**config.mk**
```make
export PLATFORM = sky130hd
export DESIGN_NAME = uart_rx_brk
export DESIGN_NICKNAME = d
export VERILOG_FILES = /design/src/rtl/uart_rx_brk.sv
export SDC_FILE = /design/constraint.sdc
export NUM_CORES = 1
export LEC_CHECK = 0
export CORE_MARGIN = 1
export CORE_UTILIZATION = 45
export CTS_CLUSTER_SIZE = 8
export DETAILED_ROUTE_END_ITERATION = 7
export PLACE_DENSITY_LB_ADDON = 0.1
export SLEW_MARGIN = 20
export SYNTH_ARGS = -nofsm -noshare
export SYNTH_HDL_FRONTEND = slang
export SYNTH_SLANG_ARGS = --single-unit
```
**constraint.sdc**
```tcl
create_clock -name clk -period 2.7 [get_ports clk]
set_clock_uncertainty 0.2 [all_clocks]
set_input_delay 0.675 -clock clk [delete_from_list [all_inputs] [get_ports clk]]
set_output_delay 0.675 -clock clk [all_outputs]
set_load 0.005 [all_outputs]
```
**src/rtl/uart_rx_brk.sv**
```systemverilog
// 16x-oversampled UART receiver with line-break detection.
// Optional parity bit enabled by defining UART_RX_PARITY_EN.
module uart_rx_brk #(
   parameter int unsigned DATA_BITS = 8,
   parameter int unsigned BRK_BITS  = 12
) (
   input  logic                 clk,
   input  logic                 rst_n,
   input  logic                 en_16x_baud,
   input  logic                 serial_in,
   input  logic                 parity_odd,
   output logic [DATA_BITS-1:0] rx_data,
   output logic                 rx_valid,
   output logic                 framing_err,
   output logic                 parity_err,
   output logic                 break_start,
   output logic                 break_det,
   output logic                 rx_busy
);

   localparam int unsigned BIT_W   = $clog2(DATA_BITS);
   localparam int unsigned LOW_MAX = 16 * BRK_BITS;
   localparam int unsigned LOW_W   = $clog2(LOW_MAX + 1);

   if (DATA_BITS < 5 || DATA_BITS > 8) begin : g_bad_data_bits
      $error("uart_rx_brk: DATA_BITS must be 5..8");
   end
   if (BRK_BITS < DATA_BITS + 3) begin : g_bad_brk_bits
      $error("uart_rx_brk: BRK_BITS must be >= DATA_BITS+3");
   end

`ifdef UART_RX_PARITY_EN
   typedef enum logic [2:0] {IDLE, START, DATA, PARITY, STOP, BREAK, WAIT_IDLE} state_t;
`else
   typedef enum logic [2:0] {IDLE, START, DATA, STOP, BREAK, WAIT_IDLE} state_t;
`endif

   state_t               r_state, w_state_nxt;
   logic                 r_sync1, r_sync2;
   logic [3:0]           r_tick, w_tick_nxt;
   logic [BIT_W-1:0]     r_bit, w_bit_nxt;
   logic [DATA_BITS-1:0] r_shift, w_shift_nxt;
   logic [DATA_BITS-1:0] r_data, w_data_nxt;
   logic [LOW_W-1:0]     r_low, w_low_nxt;
   logic                 r_valid, w_valid_nxt;
   logic                 r_ferr, w_ferr_nxt;
   logic                 r_perr, w_perr_nxt;
   logic                 r_pbad, w_pbad_nxt;
   logic                 r_bstart, w_bstart_nxt;
   logic                 r_bdet, w_bdet_nxt;
   logic                 r_busy;
   logic                 w_line;

   assign w_line = r_sync2;

   // Next-state and registered-output values; everything advances only on a tick.
   always_comb begin
      w_state_nxt  = r_state;
      w_tick_nxt   = r_tick;
      w_bit_nxt    = r_bit;
      w_shift_nxt  = r_shift;
      w_data_nxt   = r_data;
      w_low_nxt    = r_low;
      w_pbad_nxt   = r_pbad;
      w_bdet_nxt   = r_bdet;
      w_valid_nxt  = 1'b0;
      w_ferr_nxt   = 1'b0;
      w_perr_nxt   = 1'b0;
      w_bstart_nxt = 1'b0;
      if (en_16x_baud) begin
         if (w_line)
            w_low_nxt = '0;
         else if (r_low != LOW_W'(LOW_MAX))
            w_low_nxt = r_low + 1'b1;
         w_tick_nxt = r_tick + 4'd1;
         if (!w_line && r_low == LOW_W'(LOW_MAX - 1) &&
             r_state != BREAK && r_state != IDLE) begin
            w_state_nxt  = BREAK;
            w_bstart_nxt = 1'b1;
            w_bdet_nxt   = 1'b1;
         end else begin
            case (r_state)
               IDLE: begin
                  w_tick_nxt = '0;
                  if (!w_line) w_state_nxt = START;
               end
               START: begin
                  if (r_tick == 4'd7) begin
                     w_tick_nxt  = '0;
                     w_bit_nxt   = '0;
                     w_state_nxt = w_line ? IDLE : DATA;
                  end
               end
               DATA: begin
                  if (r_tick == 4'd15) begin
                     w_shift_nxt = {w_line, r_shift[DATA_BITS-1:1]};
                     w_bit_nxt   = r_bit + 1'b1;
                     if (r_bit == BIT_W'(DATA_BITS - 1)) begin
`ifdef UART_RX_PARITY_EN
                        w_state_nxt = PARITY;
`else
                        w_state_nxt = STOP;
`endif
                     end
                  end
               end
`ifdef UART_RX_PARITY_EN
               PARITY: begin
                  if (r_tick == 4'd15) begin
                     w_pbad_nxt  = ((^r_shift) ^ w_line) != parity_odd;
                     w_state_nxt = STOP;
                  end
               end
`endif
               STOP: begin
                  if (r_tick == 4'd15) begin
                     if (w_line) begin
                        w_data_nxt  = r_shift;
                        w_valid_nxt = 1'b1;
                        w_perr_nxt  = r_pbad;
                        w_state_nxt = IDLE;
                     end else begin
                        w_ferr_nxt  = 1'b1;
                        w_state_nxt = WAIT_IDLE;
                     end
                  end
               end
               BREAK: begin
                  // The releasing high sample is the first of the 16 idle ticks.
                  if (w_line) begin
                     w_bdet_nxt  = 1'b0;
                     w_tick_nxt  = 4'd1;
                     w_state_nxt = WAIT_IDLE;
                  end
               end
               WAIT_IDLE: begin
                  if (!w_line)
                     w_tick_nxt = '0;
                  else if (r_tick == 4'd15)
                     w_state_nxt = IDLE;
               end
               default: w_state_nxt = IDLE;
            endcase
         end
      end
   end

   // State, synchronizer and output registers.
   always_ff @(posedge clk or negedge rst_n) begin
      if (!rst_n) begin
         r_state  <= IDLE;
         r_sync1  <= 1'b1;
         r_sync2  <= 1'b1;
         r_tick   <= '0;
         r_bit    <= '0;
         r_shift  <= '0;
         r_data   <= '0;
         r_low    <= '0;
         r_pbad   <= 1'b0;
         r_valid  <= 1'b0;
         r_ferr   <= 1'b0;
         r_perr   <= 1'b0;
         r_bstart <= 1'b0;
         r_bdet   <= 1'b0;
         r_busy   <= 1'b0;
      end else begin
         r_sync1  <= serial_in;
         r_sync2  <= r_sync1;
         r_state  <= w_state_nxt;
         r_tick   <= w_tick_nxt;
         r_bit    <= w_bit_nxt;
         r_shift  <= w_shift_nxt;
         r_data   <= w_data_nxt;
         r_low    <= w_low_nxt;
         r_pbad   <= w_pbad_nxt;
         r_valid  <= w_valid_nxt;
         r_ferr   <= w_ferr_nxt;
         r_perr   <= w_perr_nxt;
         r_bstart <= w_bstart_nxt;
         r_bdet   <= w_bdet_nxt;
         r_busy   <= (w_state_nxt != IDLE);
      end
   end

   assign rx_data     = r_data;
   assign rx_valid    = r_valid;
   assign framing_err = r_ferr;
   assign break_start = r_bstart;
   assign break_det   = r_bdet;
   assign rx_busy     = r_busy;

`ifdef UART_RX_PARITY_EN
   assign parity_err = r_perr;
`else
   logic w_unused;
   assign w_unused   = parity_odd ^ r_perr ^ r_pbad;
   assign parity_err = 1'b0;
`endif

endmodule
```
==> results of run 1 <==
-- per-layer routing --
metal	routed length [um]	track usage	share of wire	vias up
li1	-	-	-	679
met1	1770	0.246	0.46	708
met2	1890	0.331	0.49	25
met3	135	0.0477	0.035	8
met4	65	0.0791	0.017	0
met5	0	0	0	-
-- through the flow --
| stage | total power [W] | setup WS [ps] | cells | instance area, um^2 | utilization |
|---|---|---|---|---|---|
| 2_1_floorplan | 0.000794 | 486 | 177 | 2010 | - |
| 3_3_place_gp | 0.000835 | 117 | 238 | 2230 | 0.539 |
| 3_5_place_dp | 0.000844 | 70.3 | 238 | 2230 | 0.539 |
| 4_1_cts | 0.00135 | 387 | 246 | 2350 | 0.567 |
| 5_1_grt | 0.00140 | 191 | 246 | 2350 | 0.567 |
| 6_report | 0.00133 | 364 | 246 | 2350 | 0.567 |
-- registers in the layout, summed over array words and instances (netlist names) --
name and count:
r_low 8, r_shift 8, rx_data 8, r_tick 4
r_bit 3, r_state 3, break_det 1, break_start 1
framing_err 1, r_sync1 1, r_sync2 1, rx_busy 1
rx_valid 1
-- where the power goes --
part | switching (W) | internal [W]
clock | 0.000224 | 0.000277
combinational | 0.0000718 | 0.0000608
sequential | 0.0000548 | 0.000645
-- cells in the mapped netlist, types with 5 or more instances --
cell type,count,area share
dfrtp_1,39,0.48
mux2_2,10,0.056
inv_1,9,0.017
nor2_1,8,0.015
clkbuf_1,7,0.013
mux2_1,7,0.039
nand2_1,7,0.013
nand2b_1,7,0.022
o21ai_0,7,0.017
ha_1,5,0.031
-- layout make-up --
cell class | count | area, um^2
clock buffer | 5 | 68.8
clock inverter | 3 | 46.3
tap | 50 | 62.6
sequential | 41 | 1030
timing repair buffer | 21 | 193
inverter | 9 | 33.8
fill | 358 | 1800
multi-input combinational | 117 | 916
-- worst min path at each step --
| stage | start | to | slack [ps] | cells past startpoint |
|---|---|---|---|---|
| final | r_sync1 | r_sync2 | 160 | 0 |
| after global routing | r_sync1 | r_sync2 | 170 | 0 |
| after CTS | r_sync1 | r_sync2 | 160 | 0 |
| after detailed placement | r_sync1 | r_sync2 | 150 | 0 |
| after global placement | r_sync1 | r_sync2 | 150 | 0 |
| after floorplan | r_sync1 | r_sync2 | 150 | 0 |
-- placed cells by master (no fill, tap or decap), types with 3 or more instances in the layout --
cell type and instances:
dfrtp_1 39, clkdlybuf4s50_1 15, mux2_2 10, inv_1 9
nor2_1 8, nand2_1 7, nand2b_1 7, o21ai_0 7
mux2_1 7, ha_1 5, clkbuf_8 5, buf_4 5
mux2i_1 4, nor3_1 4, a21oi_1 4, o311ai_0 3
nand4_1 3, xnor2_1 3, xor2_1 3, a22o_1 3
-- cells by family after synthesis --
logic type | Yosys count | share of synthesized area
AND/OR/NAND/NOR | 53 | 0.165
flip-flops | 41 | 0.511
AO/OA/AOI/OAI | 30 | 0.107
multiplexers | 21 | 0.115
buffers and inverters | 19 | 0.0379
adder cells (fa/ha/maj) | 6 | 0.0360
XOR/XNOR | 6 | 0.0261
other | 1 | 0.00186
==> metrics, run 1 <==
outcome finished, final reports clean; Post-synth EDFFs 0; CP endpoint r_shift[7]; CP top delay family simple AND/OR/NAND/NOR gates; DRT antenna net count 0; clk buf depth 2; PostCTS Resize Cnt 0; effective utilization at floorplan 0.486; Critical Path Start r_low[0]; clock root cell clkbuf_8; crit-path max FO 11; RSZ-0062 raised after global routing false; Critical Path Source Type flop; Crit path buffers/inverters 1; FF-to-FF setup slack 360 ps; Fin Setup TNS 0 ps; area grow syn2layout 16.6%; Final setup viols 0; CP Cell Sequence ha_1 -> nand2_1 -> nor4_4 -> nor4_2 -> buf_4 -> mux2_1; total wire length 3.86 mm; gr usage total 0.198; Critical-path top delay cell nor4_4; chip height 68.9 um; H-Tree Depth 2; worst skew pair latency 300 ps; final hold slack 157 ps; initial antenna violation count 0; Fmax 428 MHz; sequential share of the synthesized area 0.511; # diodes 0; Initial DRC Count 80; Mapped Cells 177; I/O Pins 19; first-pass GRT wire length 6.82 mm; Hold Crit Class reg2reg; critical path arrival 2310 ps; layout cells sized above 1 0.163; via count 1420; HPWL Detailed 2.63 mm; Die X 68.9 um; kind of critical path reg2reg; CTS tree yes; clk sinks 41; Rows 23; max_slew headroom 0.387; Hold Fails Final Rpt 0; Final period util 0.865; Worst-path clk slew 80 ps; gpl congestion 0.824; # Post-CTS Setup Buffers 0; CP required 2680 ps; final slew viol count 0; pwr dens 568 mW/mm^2; number of global-route vias before repair 1455; VDD IR max 0.000410 V; WP depth 6; Synth Register Bits 41; Worst Max-Slew Pin Slew 919 ps; Synth warnings 0; Layout Nets 205; port buffer count 16; FF-to-FF End r_shift[7]; max incr delay on CP 590 ps; min Tclk post-route 2340 ps; Routed WL per cell 15.7 um; Crit. End Element flop; GR Overflow Total 0; MaxCap Viol Count 0; Yosys cell types 52; iteration count of the initial detailed-routing pass 4; DIE AREA 0.00475 mm^2; TritonCTS buffer count 5; Vias/cell 5.77; cts hold-fix bufs 0; largest net degree at the start of global routing 42; synthesized area per cell 11.4 um^2; R2R depth 6; Core ar. 0.00414 mm^2; launching point of the worst reg2reg path r_low[0]; ys async rst share 1.00; leakage dissipation 1.07 nW; Cell Area, Synth 0.00201 mm^2; Syn Nets 187; DRC viols 0; ys flop type dfrtp_1
Power figures use the tool's default switching activity.
==> inputs of run 2 (changes only) <==
--- a/config.mk
+++ b/config.mk
@@ -5,8 +5,7 @@
 export SDC_FILE = /design/constraint.sdc
 export NUM_CORES = 1
 export LEC_CHECK = 0
-export CORE_MARGIN = 1
-export CORE_UTILIZATION = 45
+export CORE_UTILIZATION = 56
 export CTS_CLUSTER_SIZE = 8
 export DETAILED_ROUTE_END_ITERATION = 7
 export PLACE_DENSITY_LB_ADDON = 0.1
==> constraint.sdc (replaced) <==
create_clock -name clk -period 2.2 [get_ports clk]
set_clock_uncertainty 0.2 [all_clocks]
set_input_delay 0.55 -clock clk [delete_from_list [all_inputs] [get_ports clk]]
set_output_delay 0.55 -clock clk [all_outputs]
set_load 0.005 [all_outputs]
==> run 2 against run 1 <==
Net effect: hold slack got worse by 130 ps; core utilization up 17 points; critical endpoint is now r_bit[0]; via count increased by 6.5%; power rose by 17%; highest routed layer unchanged; worst setup slack worse by 240 ps; register-to-register slack got worse by 240 ps; die area is 19% lower; sequential cell count is the same.
==> metrics, run 2 (synthesis results as in run 1) <==
# diodes 0 (unchanged); most frequent CP cell buf_4; kind of critical path reg2reg; worst skew pair latency 360 ps (+60 ps); I/O Pins 19 (unchanged); largest net degree at the start of global routing 42 (unchanged); DRT antenna net count 0 (unchanged); commonest non-fill, non-tap cell in the layout dfrtp_1; pwr dens 628 mW/mm^2 (+11%); gr usage total 0.246 (+0.0480); clk buf depth 2 (unchanged); R2R depth 7 (+1); Worst-path clk slew 120 ps (+40 ps); crit-path max FO 9 (-2); HPWL Detailed 2.78 mm (+5.8%); Critical Path Source Type flop; Critical-path top delay cell nor4_4; min Tclk post-route 2080 ps (-258 ps); FF-to-FF setup slack 120 ps (-240 ps); via count 1512 (+6.5%); max_slew headroom 0.628 (+0.241); clock root cell clkbuf_4; most frequent cells in the layout 39 x dfrtp_1, 28 x buf_4, 15 x clkdlybuf4s50_1, 10 x mux2_2, 9 x inv_1; Die X 62.0 um (-10%); VDD IR max 0.000374 V (-8.8%); Fill cells 244 (-32%); DIE AREA 0.00384 mm^2 (-19%); area grow syn2layout 23.4%; Placed Instances 256 (+7.6%); number of global-route vias before repair 1448 (-0.48%); effective utilization at floorplan 0.594 (+0.108); layout cells sized above 1 0.256 (+0.0924); TritonCTS buffer count 5 (unchanged); Final setup viols 0 (unchanged); outcome finished, final reports clean; critical path arrival 2140 ps (-170 ps); Rows 21 (-8.7%); Vias/cell 5.71 (-1.2%); MaxCap Viol Count 0 (unchanged); Layout Nets 228 (+11%); Final period util 0.945 (+0.0793); port buffer count 16 (unchanged); Crit. End Element flop; iteration count of the initial detailed-routing pass 4 (unchanged); final instance count without filler cells 265 (+7.7%); Worst Max-Slew Pin Slew 550 ps (-369 ps); Initial DRC Count 127 (+59%); gpl congestion 0.871 (+5.6%); Fin Setup TNS 0 ps (unchanged); FF-to-FF End r_bit[0]; first-pass GRT wire length 6.68 mm (-2.0%); launching point of the worst reg2reg path r_low[0]; Hold Crit Class in2async; initial antenna violation count 0 (unchanged); Hold Fails Final Rpt 0 (unchanged); Core ar. 0.00339 mm^2 (-18%); clk sinks 41 (unchanged); cts hold-fix bufs 0 (unchanged); max incr delay on CP 430 ps (-160 ps); CTS tree yes; Fmax 481 MHz (+12%); CP Cell Sequence ha_2 -> nand2_2 -> nor4_4 -> nor4_2 -> buf_4 -> buf_4 -> mux2_2; DRC viols 0 (unchanged); final slew viol count 0 (unchanged); Routed WL per cell 15.3 um (-2.3%); GR Overflow Total 0 (unchanged); RSZ-0062 raised after global routing false; H-Tree Depth 2 (unchanged); chip height 62.0 um (-10%); total wire length 4.06 mm (+5.2%); CP required 2260 ps (-420 ps); leakage dissipation 1.17 nW (+9.2%)
run 2: worst max-delay path by stage:
stage,startpoint,to,depth (start not counted)
floorplan,en_16x_baud,r_shift[7],5
global placement,en_16x_baud,rx_busy,7
detailed placement,en_16x_baud,rx_busy,7
CTS,r_low[1],r_bit[0],7
global route,r_low[0],r_bit[0],7
finish,r_low[0],r_bit[0],7
run 2: area by class of cell:
cell class                      count  area [um^2]  area share
Multi-Input combinational cell    117          921       0.370
Tap cell                           46         57.6      0.0232
Sequential cell                    41         1030       0.414
Clock buffer                        6         41.3      0.0166
Timing Repair Buffer               44          365       0.147
Inverter                            9         33.8      0.0136
Clock inverter                      2         38.8      0.0156
run 2: report_power, final:
group,internal [W],leakage [nW],total (W),switching [W]
clock network,0.000242,0.0424,0.000499,0.000257
logic,0.000104,0.581,0.000213,0.000109
registers,0.000792,0.547,0.000849,0.0000571
run 2: repair_timing:
item,4_1_cts,5_1_grt
setup buffers,0,1
gates resized for setup,0,2
endpoints found under the setup margin,0,10
run 2: per-stage QoR:
step	instance area [um^2]	hold WS (ps)	utilization	setup slack (ps)	total power [W]
floorplan	2010	54.4	-	111	0.000974
CTS	2470	30.7	0.730	21.5	0.00157
global placement	2390	146	0.706	-240	0.00105
detailed placement	2390	148	0.706	-241	0.00106
global route	2490	79.9	0.733	2.90	0.00163
finish	2490	22.5	0.733	122	0.00156
run 2: per-layer routing:
| layer | up-vias | global-route usage | routed length [um] |
|---|---|---|---|
| met5 | - | 0 | 0 |
| met2 | 31 | 0.380 | 1970 |
| met4 | 0 | 0.130 | 93 |
| met3 | 10 | 0.0518 | 131 |
| met1 | 747 | 0.327 | 1870 |
| li1 | 724 | - | - |
run 2: critical path, delay by kind of cell, from the launching register on:
kind | cells | cell delay (ps)
multiplexers | 1 | 250
flip-flops | 1 | 370
buffers and inverters | 2 | 330
AND/OR/NAND/NOR | 3 | 620
adder cells (fa/ha/maj) | 1 | 210
==> inputs of run 3 (changes only) <==
--- a/config.mk
+++ b/config.mk
@@ -5,9 +5,11 @@
 export SDC_FILE = /design/constraint.sdc
 export NUM_CORES = 1
 export LEC_CHECK = 0
-export CORE_UTILIZATION = 56
+export CORE_UTILIZATION = 58
+export CTS_BUF_LIST = sky130_fd_sc_hd__clkbuf_2 sky130_fd_sc_hd__clkbuf_4 sky130_fd_sc_hd__clkbuf_8
 export CTS_CLUSTER_SIZE = 8
 export DETAILED_ROUTE_END_ITERATION = 7
+export DONT_BUFFER_PORTS = 1
 export PLACE_DENSITY_LB_ADDON = 0.1
 export SLEW_MARGIN = 20
 export SYNTH_ARGS = -nofsm -noshare
==> run 3 against run 2 <==
Net effect: register-to-register slack worse by 30 ps; global-route usage down 0.55 points; sequential share of layout area up 1.7 points; first-iteration DRC count down 50%; cell area down 4.0%; fmax down 1.3%; core utilization down 1.8 points; critical path depth down 1; clock power up 24%; critical path type unchanged; highest routed layer unchanged; wire length down 3.1%; worst setup slack worse by 27 ps.
==> metrics, run 3 (synthesis results as in run 1) <==
via count 1439 (-4.8%); total wire length 3.93 mm (-3.1%); max_slew headroom 0.540 (-0.0881); TritonCTS buffer count 5 (unchanged); Final setup viols 0 (unchanged); CTS tree yes; worst skew pair latency 360 ps (about the same); HPWL Detailed 2.67 mm (-4.0%); Worst Max-Slew Pin Slew 684 ps (+134 ps); placed cell areas 0.00222 mm^2 (-7.1%); RSZ-0062 raised after global routing false; register area 0.00103 mm^2 (unchanged); Internal Power 0.00127 W (+12%); port buffer count 0 (-16); layout cells sized above 1 0.271 (+0.0152); GR Overflow Total 0 (unchanged); area grow syn2layout 18.5%; CP required 2250 ps (about the same); combinational group share of total power 0.156 (+0.020); pre-CTS WS -366 ps (-125 ps); Seq pwr share 0.480 (-0.064); kind of critical path reg2reg; commonest non-fill, non-tap cell in the layout dfrtp_1; pwr dens 712 mW/mm^2 (+13%); final instance count without filler cells 249 (-6.0%); Hold Fails Final Rpt 0 (unchanged); crit-path max FO 9 (unchanged); clk buf depth 2 (unchanged); Pwr Total 0.00170 W (+9.0%); Critical Path Start r_low[0]; Fill cells 271 (+11%); Worst-path clk slew 130 ps (about the same); Clk pwr share 0.364 (+0.045); DRT antenna net count 0 (unchanged); DIE AREA 0.00371 mm^2 (-3.3%); Core ar. 0.00334 mm^2 (-1.6%); MaxCap Viol Count 0 (unchanged); gpl congestion 0.825 (-5.2%); clk sinks 41 (unchanged); Hold Crit Start en_16x_baud; outcome finished, final reports clean; leakage dissipation 1.13 nW (-3.1%); final slew viol count 0 (unchanged); VDD IR max 0.000492 V (+31%); iteration count of the initial detailed-routing pass 4 (unchanged); launching point of the worst reg2reg path r_low[0]; Crit. End Element flop; initial antenna violation count 0 (unchanged); Hold Crit Class in2reg; Critical Path Source Type flop; Setup WS post-layout 95.0 ps (-26.9 ps); first-pass GRT wire length 6.47 mm (-3.1%); Final period util 0.957 (+0.0122); H-Tree Depth 2 (unchanged); Multi-input gate area 933 um^2 (+1.4%); min Tclk post-route 2110 ps (+26.9 ps); gr usage total 0.241 (-0.00551); Initial DRC Count 63 (-50%); Vias/cell 5.78 (+1.3%); post-layout util 0.715 (-0.0181); design area 0.00239 mm^2 (-4.0%); effective utilization at floorplan 0.604 (+0.00936); most frequent cells in the layout 39 x dfrtp_1, 25 x buf_4, 10 x mux2_2, 9 x inv_1, 8 x nor2_1; clock root cell clkbuf_4; largest net degree at the start of global routing 42 (unchanged); Rows 21 (unchanged); chip height 60.9 um (-1.7%); critical path arrival 2160 ps (+20 ps); Switching Share 0.251 (-0.0205); I/O Pins 19 (unchanged); Layout Nets 212 (-7.0%); switching power 0.000426 W (+0.72%); Die X 60.9 um (-1.7%); DRC viols 0 (unchanged); number of global-route vias before repair 1435 (-0.90%); # diodes 0 (unchanged); Fmax 475 MHz (-1.3%); Placed Instances 238 (-7.0%); Routed WL per cell 15.8 um (+3.1%)
[run 3: routing by layer]
layer | up-vias | track usage | wire length (um)
li1 | 685 | - | -
met1 | 709 | 0.308 | 1790
met2 | 35 | 0.396 | 1900
met3 | 10 | 0.0704 | 181
met4 | 0 | 0.0779 | 59
met5 | - | 0 | 0
[run 3: area by class of cell]
| class | count | area share |
|---|---|---|
| Clock buffer | 5 | 0.0157 |
| Clock inverter | 3 | 0.0288 |
| Inverter | 9 | 0.0142 |
| Multi-Input combinational cell | 117 | 0.391 |
| Sequential cell | 41 | 0.431 |
| Tap cell | 46 | 0.0241 |
| Timing Repair Buffer | 28 | 0.0954 |
[run 3: what timing repair did]
item | 4_1_cts | 5_1_grt
pin swaps | 1 | 0
hold buffers | 3 | 0
buffers inserted | 0 | 0
hold endpoints to repair | 42 | 0
gates cloned | 0 | 0
resized for setup | 2 | 2
endpoints found under the setup margin | 11 | 3
[run 3: final timing paths]
path | endpoint | slack, ps | depth (start not counted)
setup / recovery | r_bit[0] | 90 | 6
hold / removal | r_low[7] | 70 | 1
setup reg to reg | r_bit[0] | 90 | 6
hold reg to reg | r_sync2 | 170 | 0
max in group asynchronous | r_sync1 | 1100 | 2
min in group asynchronous | r_low[0] | 440 | 2
[run 3: power by group through the flow]
stage / Sequential (W) / Clock [W] / Combinational [W]
global route: 0.000821 / 0.000663 / 0.000295
detailed placement: 0.000829 / 0 / 0.000241
global placement: 0.000827 / 0 / 0.000227
floorplan: 0.000836 / 0 / 0.000138
finish: 0.000816 / 0.000618 / 0.000266
CTS: 0.000816 / 0.000632 / 0.000265
[run 3: worst max-delay path, stage by stage (launching register included)]
cell     delay [ps]
dfrtp_1         410
ha_2            220
nand2_2         110
nor4_4           70
buf_4           170
or4_4           530
mux2_2          280
[run 3: through the flow]
step | hold slack, ps | TNS, ps
2_1_floorplan | 54.4 | 0
6_report | 72.1 | 0
4_1_cts | 52.2 | 0
5_1_grt | 38.5 | 0
3_5_place_dp | 55.5 | -3310
3_3_place_gp | 55.3 | -2120
